`src/rtl/serial_adder_n_bit.sv`:
```
// Bit-serial N-bit adder, LSB first, with one full-adder cell and a carry flop; N cycles from busy to done.
// A start request is accepted in IDLE or DONE and ignored while busy; results hold until the next operation finishes.
module serial_adder_n_bit #(
   parameter int N = 4
) (
   input  logic         clk,
   input  logic         rst_n,
   input  logic         start,
   input  logic [N-1:0] a,
   input  logic [N-1:0] b,
   input  logic         cin,
   output logic         busy,
   output logic         done,
   output logic [N-1:0] sum,
   output logic         cout,
   output logic         overflow
);

   localparam int CW = (N > 1) ? $clog2(N) : 1;

   typedef enum logic [1:0] {
      IDLE = 2'd0,
      RUN  = 2'd1,
      DONE = 2'd2
   } state_t;

   state_t         state;
   state_t         state_next;
   logic [N-1:0]   a_sh;
   logic [N-1:0]   b_sh;
   logic           carry;
   logic [CW-1:0]  cnt;
   logic           accept;
   logic           last_bit;
   logic           sum_bit;
   logic           c_next;
   logic [N-1:0]   sum_msb;

   assign accept   = start && (state != RUN);
   assign last_bit = (cnt == CW'(N - 1));

   // Single full-adder cell operating on the operand LSBs.
   assign sum_bit = a_sh[0] ^ b_sh[0] ^ carry;
   assign c_next  = (a_sh[0] & b_sh[0]) | (carry & (a_sh[0] ^ b_sh[0]));

   always_comb begin
      sum_msb        = '0;
      sum_msb[N-1]   = sum_bit;
   end

   always_ff @(posedge clk or negedge rst_n) begin
      if (!rst_n) begin
         state <= IDLE;
      end else begin
         state <= state_next;
      end
   end

   always_comb begin
      state_next = state;
      busy       = 1'b0;
      done       = 1'b0;
      case (state)
         IDLE: begin
            if (start) begin
               state_next = RUN;
            end
         end
         RUN: begin
            busy = 1'b1;
            if (last_bit) begin
               state_next = DONE;
            end
         end
         DONE: begin
            done       = 1'b1;
            state_next = start ? RUN : IDLE;
         end
         default: begin
            state_next = IDLE;
         end
      endcase
   end

   always_ff @(posedge clk or negedge rst_n) begin
      if (!rst_n) begin
         a_sh     <= '0;
         b_sh     <= '0;
         carry    <= 1'b0;
         cnt      <= '0;
         sum      <= '0;
         cout     <= 1'b0;
         overflow <= 1'b0;
      end else if (accept) begin
         a_sh  <= a;
         b_sh  <= b;
         carry <= cin;
         cnt   <= '0;
      end else if (state == RUN) begin
         sum   <= (sum >> 1) | sum_msb;
         a_sh  <= a_sh >> 1;
         b_sh  <= b_sh >> 1;
         carry <= c_next;
         cnt   <= cnt + CW'(1);
         // On the MSB, carry still holds the carry into that bit.
         if (last_bit) begin
            cout     <= c_next;
            overflow <= carry ^ c_next;
         end
      end
   end

endmodule

```
`config.mk`:
```
export PLATFORM = sky130hd
export DESIGN_NAME = serial_adder_n_bit
export DESIGN_NICKNAME = d
export VERILOG_FILES = /design/src/rtl/serial_adder_n_bit.sv
export SDC_FILE = /design/constraint.sdc
export NUM_CORES = 1
export LEC_CHECK = 0
export ABC_AREA = 0
export CAP_MARGIN = 10
export CELL_PAD_IN_SITES_DETAIL_PLACEMENT = 1
export CELL_PAD_IN_SITES_GLOBAL_PLACEMENT = 2
export CORE_UTILIZATION = 30
export DETAILED_ROUTE_END_ITERATION = 12
export GPL_TIMING_DRIVEN = 0
export PLACE_DENSITY_LB_ADDON = 0.1
export SYNTH_ARGS = -nofsm -noshare
export SYNTH_HDL_FRONTEND = slang
export SYNTH_SLANG_ARGS = --single-unit
```
`constraint.sdc`:
```
create_clock -name clk -period 1.3 [get_ports clk]
set_input_delay 0.13 -clock clk [delete_from_list [all_inputs] [get_ports clk]]
set_output_delay 0.13 -clock clk [all_outputs]
set_load 0.01 [all_outputs]
```
==> impl_metrics.ini <==
[status]
status = finished with violations
violations = setup timing

[sta]
slew_headroom_pct = 39.8
rsz0062_at_grt = yes
hold_slack_ns = 0.322
worstMarginPinSlew_ns = 0.900
tns_ns = -0.0629
clock_skew_ns = 0.0182
hold_viol = 0
fin_crit_sh_pct = 105
setup_ws_ns = -0.0629
timing.final.crit_period_ns = 1.36
setup_viol = 1
slew_viol_final = 0
fmax_ghz = 0.734

[critical_path]
r2r-end = overflow
rr_worst_depth = 3
cp_data_arrival_time_ns = 1.54
cp_data_required_time_ns = 1.48
path_cells = fa_2, xor2_1, mux2_2
crit_path_max_incr_delay_ns = 0.42
reg2reg_slack_ns = -0.06
cp_max_fo = 3
cp_top_family = flip-flops
startpoint_type = flop
critPathSlowestCell = dfrtp_1
r2r-start = b_sh[0]
timing.critical_path.buf_inv = 0
endpoint_kind = flop
critical_path_class = flop to flop

[logic_synthesis]
synth_seq_cells = 19
yosys.area.top_type_share_pct = 53.1
syn_nets = 72
ys.flop_type = dfrtp_1
synth_edf_count = 0
avgSynthCellArea_sq_um = 15.4
async_flop_share_pct = 100
synth_common_cells = dfrtp_1 (19), mux2_2 (11), mux2_4 (10)
synth_area_leader_cell = dfrtp_1
yosysMostFrequentCell = dfrtp_1
netlist_area_sq_um = 896
ys_seq_area_share_pct = 53.1
syn_inst = 58
ys_types = 16
yosys-top-cells-area = dfrtp_1 (53%), mux2_4 (17%), mux2_2 (14%)
yosysWarnings = 0

[route]
drtPass1Iterations = 2
antenna_left = 0
drc = 0
viasPerCell = 4.74
dr.first_iter.drc_count = 3
dr_total_vias = 555
detail_route.wl_per_cell_um = 14.2
wl_um = 1660

[floorplan]
fp.coreArea_sq_um = 2780
start_util_pct = 32.2
die_width_um = 56.6
io_pins = 20
dieArea_sq_um = 3210
die_h_um = 56.6
core.rowCount = 19

[layout]
area_growth_syn_to_layout_pct = 33.7
n_fill_cell = 301
fin_area_sq_um = 1200
multi_input_area_sq_um = 404
fin_nets = 101
post_route_cells_drive_above_1_share_pct = 41.9
regArea_sq_um = 475
n_antenna_cell = 0

[power_and_ir_drop]
total_power_uw = 2670
ir_worst_vdd_v = 0.00134
leakagePower_uw = 0.000583
p_per_area_nw_per_um2 = 2230

[cts]
cts_made_buffers = 3
tritoncts = done
cts_root_buffer = clkbuf_4
clk_latency_ns = 0.30
h-tree-depth = 1
ctsHoldBuffers = 0
clk_pin_slew_ns = 0.12
cts_sinks = 19
clock_path_buffers = 2

[placement]
gp_congestion = 0.657
place_area_sq_um = 1130
portBuffers = 19
dp_hpwl_um = 1130

[global_route]
gr-total-overflow = 0
grt_usage_pct = 12.0
antenna_found_initial = 0
grt_max_degree = 20
grt_pass1_vias = 627
grt_pass1_wl_um = 2860

[worst_hold_path]
hold_class = input port to async pin

[job]
max-cap-violations = 0
## state kept, by name, summed over array words and instances, names as in the netlist
| name | cells |
|---|---|
| b_sh | 4 |
| state | 2 |
| sum | 4 |
| overflow | 1 |
| a_sh | 4 |
| carry | 1 |
| cout | 1 |
| cnt | 2 |
## stage by stage
stage                     std cells  worst slack, ns  util, %
after global routing            117           -0.111     43.0
final                           117          -0.0629     43.0
after CTS                       117          -0.0792     42.6
after global placement          108           -0.273     40.5
after detailed placement        108           -0.278     40.5
after floorplan                  58           0.0130        -
## layout by cell type, fill, tap and decap left out, drive strengths merged
master,synthesis,final
mux2,21,21
nor2,2,2
mux2i,3,3
and2b,1,1
nor2b,1,1
nand2b,2,2
clkdlybuf4s50,0,11
clkinv,0,1
fa,1,1
clkbuf,0,3
o22ai,1,1
xor2,1,1
dfrtp,19,19
ha,1,1
and3b,1,1
inv,2,2
buf,2,8
dlygate4sd2,0,7
## worst max-delay path by stage
| stage | slack, ns | to | startpoint | cells after the start |
|---|---|---|---|---|
| 2_1_floorplan | 0.01 | overflow | b_sh[0] | 3 |
| 3_3_place_gp | -0.27 | a_sh[2] | start | 4 |
| 3_5_place_dp | -0.28 | a_sh[2] | start | 4 |
| 4_1_cts | -0.08 | overflow | b_sh[0] | 3 |
| 5_1_grt | -0.11 | overflow | b_sh[0] | 3 |
| 6_report | -0.06 | overflow | b_sh[0] | 3 |
## cell type report
| cell class | instances | share of cell area, % |
|---|---|---|
| inverter | 2 | 0.627 |
| tap | 31 | 3.24 |
| clock inverter | 1 | 0.418 |
| sequential | 19 | 39.7 |
| buffer | 2 | 2.19 |
| timing repair buffer | 24 | 18.2 |
| clock buffer | 3 | 1.88 |
| multi-input combinational | 35 | 33.8 |
## layer usage
layer | GRT usage [%] | part of all wire, %
met4 | 5.23 | 0.72
met5 | 0 | 0
met2 | 18.0 | 48
met1 | 16.8 | 47
met3 | 2.07 | 4.4
## what timing repair did
action                     4_1_cts  5_1_grt
gates resized for setup         13        3
setup endpoints to repair        9        6
setup buffers                    5        0
## report_power, final
part           internal, uW  switching (uW)  total (uW)
clock network           114             189         304
logic                   850             500        1350
registers               864             156        1020
## kinds of logic (layout without fill, tap and decap cells)
family,count (synthesis),in the layout,synth area share (%)
AO/OA/AOI/OAI,1,1,0.699
XOR/XNOR,1,1,0.978
adder cells (fa/ha/maj),2,2,3.63
buffers and inverters,4,32,2.93
flip-flops,19,19,53.1
multiplexers,24,24,33.9
AND/OR/NAND/NOR,7,7,4.75
Power figures use the tool's default switching activity.
